File: src/rtl/mux_tree_pipelined.sv
// mux_tree_pipelined
//   N_IN:1 multiplexer built as a binary tree of 2:1 levels. Every tree level
//   ends in its own pipeline register with a valid/ready handshake, so beats
//   stream through at one per cycle. Level k consumes select bit k-1 (LSB
//   first) and forwards the full select of the beat as a tag, so out_sel
//   always names the lane on out_data.
//   The ready chain is purely combinational and runs backwards from
//   out_ready. An empty stage therefore accepts even while the stage after
//   it is stalled. This lets bubbles collapse, and in_ready only drops when
//   every stage is full.
module mux_tree_pipelined #(
   parameter int WIDTH = 8,
   parameter int N_IN  = 4
) (
   input  logic                      clk,
   input  logic                      rst,
   input  logic                      in_valid,
   output logic                      in_ready,
   input  logic [N_IN*WIDTH-1:0]     in_data,
   input  logic [$clog2(N_IN)-1:0]   in_sel,
   output logic                      out_valid,
   input  logic                      out_ready,
   output logic [WIDTH-1:0]          out_data,
   output logic [$clog2(N_IN)-1:0]   out_sel
);

   localparam int LEVELS = $clog2(N_IN);
   localparam int SEL_W  = LEVELS;

   // A tree of 2:1 levels only closes cleanly on a power-of-two lane count.
   if ((N_IN < 2) || ((N_IN & (N_IN - 1)) != 0)) begin : g_bad_n_in
      $error("mux_tree_pipelined: N_IN must be a power of 2 and at least 2");
   end

   // One pipeline stage per tree level. Stage k holds N_IN>>k lanes.
   for (genvar k = 1; k <= LEVELS; k++) begin : g_lvl
      localparam int LANES_IN  = N_IN >> (k - 1);
      localparam int LANES_OUT = N_IN >> k;

      logic                          valid_prev_s;
      logic [LANES_IN*WIDTH-1:0]     lane_prev_s;
      logic [SEL_W-1:0]              sel_prev_s;
      logic                          ready_next_s;
      logic                          ready_s;
      logic [LANES_OUT*WIDTH-1:0]    mux_s;
      logic                          valid_r;
      logic [LANES_OUT*WIDTH-1:0]    lane_r;
      logic [SEL_W-1:0]              sel_r;

      // Predecessor: stage 0 is the input port itself.
      if (k == 1) begin : g_src_port
         assign valid_prev_s = in_valid;
         assign lane_prev_s  = in_data;
         assign sel_prev_s   = in_sel;
      end else begin : g_src_stage
         assign valid_prev_s = g_lvl[k-1].valid_r;
         assign lane_prev_s  = g_lvl[k-1].lane_r;
         assign sel_prev_s   = g_lvl[k-1].sel_r;
      end

      // Successor readiness: the last stage is drained by out_ready.
      if (k == LEVELS) begin : g_sink_port
         assign ready_next_s = out_ready;
      end else begin : g_sink_stage
         assign ready_next_s = g_lvl[k+1].ready_s;
      end

      // A stage can load when it is empty or when its content leaves this cycle.
      assign ready_s = !valid_r || ready_next_s;

      // Halve the lane count using this level's select bit from the incoming beat.
      always_comb begin
         mux_s = {(LANES_OUT*WIDTH){1'b0}};
         for (int j = 0; j < LANES_OUT; j++) begin
            if (sel_prev_s[k-1]) begin
               mux_s[j*WIDTH +: WIDTH] = lane_prev_s[(2*j+1)*WIDTH +: WIDTH];
            end else begin
               mux_s[j*WIDTH +: WIDTH] = lane_prev_s[(2*j)*WIDTH +: WIDTH];
            end
         end
      end

      // Stage register: load valid, lanes and sel on ready. Otherwise hold everything.
      always_ff @(posedge clk) begin
         if (rst) begin
            valid_r <= 1'b0;
            lane_r  <= {(LANES_OUT*WIDTH){1'b0}};
            sel_r   <= {SEL_W{1'b0}};
         end else if (ready_s) begin
            valid_r <= valid_prev_s;
            lane_r  <= mux_s;
            sel_r   <= sel_prev_s;
         end
      end
   end

   assign in_ready  = g_lvl[1].ready_s;
   assign out_valid = g_lvl[LEVELS].valid_r;
   assign out_data  = g_lvl[LEVELS].lane_r;
   assign out_sel   = g_lvl[LEVELS].sel_r;

endmodule

File: config.mk
export PLATFORM = sky130hd
export DESIGN_NAME = mux_tree_pipelined
export DESIGN_NICKNAME = d
export VERILOG_FILES = /design/src/rtl/mux_tree_pipelined.sv
export SDC_FILE = /design/constraint.sdc
export NUM_CORES = 1
export LEC_CHECK = 0
export BUFFER_PORTS_ARGS = -buffer_cell sky130_fd_sc_hd__buf_2
export CAP_MARGIN = 25
export CORE_ASPECT_RATIO = 0.6
export CORE_MARGIN = 2
export CORE_UTILIZATION = 44
export CTS_CLUSTER_SIZE = 28
export DETAILED_ROUTE_END_ITERATION = 6
export GPL_ROUTABILITY_DRIVEN = 0
export PLACE_DENSITY = 0.75
export SETUP_SLACK_MARGIN = 0.4
export SLEW_MARGIN = 5
export SYNTH_ARGS = -nofsm -noshare
export SYNTH_HDL_FRONTEND = slang
export SYNTH_SLANG_ARGS = --single-unit
File: constraint.sdc
create_clock -name clk -period 0.96 [get_ports clk]
set_clock_uncertainty 0.05 [all_clocks]
set_input_delay 0.096 -clock clk [delete_from_list [all_inputs] [get_ports clk]]
set_output_delay 0.096 -clock clk [all_outputs]
set_load 0.02 [all_outputs]
After elaboration in Yosys (flattened, before gate mapping)
Cells that the tools add are included.
Word-level totals
  input bits: 38
  flip-flop bits (word level): 30
Operators by class
  reduce and logical (&&, ||, !) cells: 4
  mux-type cells: 3
Operators by type and width (number)
  $mux W8: 3
  $logic_not A1 Y1: 2
  $logic_or A1 B1 Y1: 2

Logic depth before layout (Yosys ltp)
  depth in word-level cells: 3
  gate-level depth with buffers: 5
  depth with buffers taken out: 3

Worst setup path after synthesis
Ideal clock, no wire load.
  kind: register to register
  start: reg g_lvl[2].valid_r (netlist: out_valid)
  end: reg g_lvl[1].lane_r[0]
  arrival time: 0.976 ns
  required time: 0.770 ns
  stages on the path, launching flop included: 6
  path buffers: 2
  path slack: -0.206 ns
  cells stage by stage: dfxtp_1 -> nand3b_1 -> buf_6 -> buf_6 -> nor2_1 -> a211oi_2
Between the ends
  longest elaborated chain between the ends: 3
RTL lines
  from (decl): line 46  | logic valid_r;
  from (signal assigned): line 90  | valid_r <= valid_prev_s;
  $logic_not A1 Y1: line 69  | assign ready_s = !valid_r || ready_next_s;
  $logic_or A1 B1 Y1 (2 in a row): line 69
  to (signal assigned): line 87  | lane_r <= {(LANES_OUT*WIDTH){1'b0}};
  to (signal assigned): line 91  | lane_r <= mux_s;
  to (decl): line 47  | logic [LANES_OUT*WIDTH-1:0] lane_r;
No other way between the ends.
A chain may end at the register's enable or synchronous reset.

Worst setup path after layout
  start: reg g_lvl[1].valid_r
  end: reg g_lvl[1].lane_r[8]
Between the ends
  longest elaborated chain between the ends: 2
RTL lines (line)
  from (decl): 46
  from (signal assigned): 90
  $logic_not A1 Y1: 69
  $logic_or A1 B1 Y1: 69
No other way between the ends.

==> run summary <==
outcome -> finished, violations left
failing checks -> negative setup slack
CTS clk-pin slew, worst paths -> 0.07 ns
CP max FO -> 7
Post-synth EDFFs -> 0
diodes inserted -> 0
ys async rst share -> 0%
Slew Limit Fails -> 0
Req. time, crit path -> 1.11 ns
Clk Latency, worst-skew pair -> 0.28 ns
reg-to-reg slack, setup -> -0.34 ns
top_reg_cell synth -> dfxtp_1
CTS root buf -> clkbuf_8
dpl ws -> -0.177 ns
hold_buf cts -> 0
worst path arrival time -> 1.45 ns
via count -> 1288
Pwr Density -> 1240 nW/µm²
max cap viols -> 0
Seq. cell area -> 617 µm²
fmax -> 770 MHz
period utilization -> 135%
layout cells sized above 1 -> 68.9%
Post-Synthesis Cell Area -> 1420 µm²
Via density -> 5.13
Final ANT Viol Nets -> 0
CTS Buf Count -> 5
# rows -> 15
syn_nets -> 166
nets -> 246
flop and latch count out of synthesis -> 30
antenna violations before repair -> 0
synth cell count leaders -> 30 x dfxtp_1, 28 x mux2i_1, 26 x nor2_1
Syn Inst Count -> 128
vias in the first global route -> 1312
GR Util All Layers -> 23.2%
Residual DRC -> 0
first-pass GRT wire length -> 6290 µm
DPL Wire Length -> 2300 µm
Period minus WS final -> 1.30 ns
multi-input combinational cell area -> 831 µm²
CTS tree -> yes
Worst VDD drop -> 0.00111 V
worst rel slew slack -> 81.8%
Routed wire per std cell -> 17.2 µm
Critical Setup Path Class -> register to register
Hold Path Class -> input pin to register
H-tree level count -> 2
grt ovf -> 0
final setup violation count -> 32
number of fill cells -> 163
share of the synthesized area in the top cell type -> 42.4%
Port-buffer cells -> 49
Synth area leader -> dfxtp_1
top-count cell post-synth -> dfxtp_1
Clock Sinks -> 30
largest cells by area after synthesis -> dfxtp_1 42%, mux2i_1 20%, a211oi_2 16%, nor2_1 6.9%, buf_6 4.8%
Max clock buf depth -> 2
CP startpoint kind -> register
TritonRoute pass-1 iters -> 4
Detailed Route Iter0 Violations -> 41
total negative slack -> -7.98 ns
P_leak -> 1.11 nW
area of the die -> 3700 µm²
synthesized area per cell -> 11.1 µm²
Fin. Hold Viols -> 0
I/O Pins -> 50
RSZ-0062 raised after global routing -> yes
Seq/Total Area, Yosys -> 42.4%
Slew @ Worst Pin -> 0.266 ns
setup slack after layout -> -0.338 ns
Initial Util -> 47.7%
number of synthesis warnings -> 0
total wire length -> 4320 µm
Layout Area Growth over Synthesis -> 71.5%
Die Y-Extent -> 47.9 µm
CP Capture Type -> register
largest net degree at the start of global routing -> 31
Core ar. -> 2970 µm²
Distinct cells, synth -> 16
Die Wd -> 77.2 µm
path summary, 6_finish.rpt:
kind                     from                 end  cells past startpoint
max reg2reg  g_lvl[1].valid_r  g_lvl[1].lane_r[8]                      5
min reg2reg  g_lvl[1].valid_r           out_valid                      2
min                 in_sel[1]   g_lvl[1].sel_r[1]                      3
max          g_lvl[1].valid_r  g_lvl[1].lane_r[8]                      5
worst max-delay path, stage by stage (launching register included):
cell and delay [ns]:
dfxtp_1 0.34, nand3b_1 0.17, buf_12 0.19, buf_12 0.13, buf_12 0.13, a211oi_2 0.20
final cells by class:
cell class / instances / share of cell area [%]
Clock buffer: 8 / 3.30
Inverter: 2 / 0.309
Multi-Input combinational cell: 84 / 34.2
Sequential cell: 30 / 25.4
Tap cell: 42 / 2.16
Timing Repair Buffer: 85 / 34.6
logic make-up after synthesis:
family | count (synthesis) | share of synthesized area, %
AO/OA/AOI/OAI | 26 | 19.8
buffers and inverters | 14 | 9.20
multiplexers | 28 | 19.8
flip-flops | 30 | 42.4
AND/OR/NAND/NOR | 30 | 8.75
repair_timing:
item                                    4_1_cts  5_1_grt
gates cloned                                  4        0
resized for setup                            44       12
pin swaps                                     5        9
endpoints found under the setup margin       42       42
setup buffers                                13        4
endpoints found under the hold margin         0        0
state kept, by name, summed over array words and instances (netlist names):
name	flops
g_lvl.lane_r	16
g_lvl.sel_r	2
g_lvl.valid_r	1
out_data	8
out_sel	2
out_valid	1
metal layers:
layer  share of wire (%)  global-route usage, %  vias to the layer above  wire (µm)
li1                    -                      -                      619          -
met1                  42                   25.2                      617       1830
met2                  51                   46.8                       43       2180
met3                 5.3                   6.04                        9        227
met4                 1.9                   7.86                        0         80
met5                   0                      0                        -          0
placed cells by master (no fill, tap or decap):
master / n
nor2_4: 14
nand2b_4: 1
inv_1: 2
mux2i_1: 27
buf_6: 19
dfxtp_4: 1
buf_2: 37
buf_16: 3
nand3b_1: 1
clkbuf_8: 5
a211oi_2: 22
buf_12: 11
dfxtp_2: 10
nor2_2: 3
clkbuf_1: 3
mux2i_2: 1
nor2_1: 11
buf_4: 14
a21oi_2: 2
bufbuf_16: 1
dfxtp_1: 19
a211oi_1: 2
power by group:
part           internal, mW  leakage [nW]  switching, mW
Clock                 0.514        0.0395          0.457
Sequential             1.34         0.253         0.0773
Combinational         0.357         0.814          0.271
metrics by stage:
stage,utilization [%],hold WS (ns),instance area (µm²),power [mW],std cells
floorplan,-,0.175,1530,1.72,128
global placement,63.8,0.284,1890,1.87,222
detailed placement,63.8,0.293,1890,1.89,222
CTS,78.9,0.00356,2340,2.96,247
global route,81.9,0.0245,2430,3.13,251
finish,81.9,0.0101,2430,3.02,251
(Power assumes the default switching activity.)
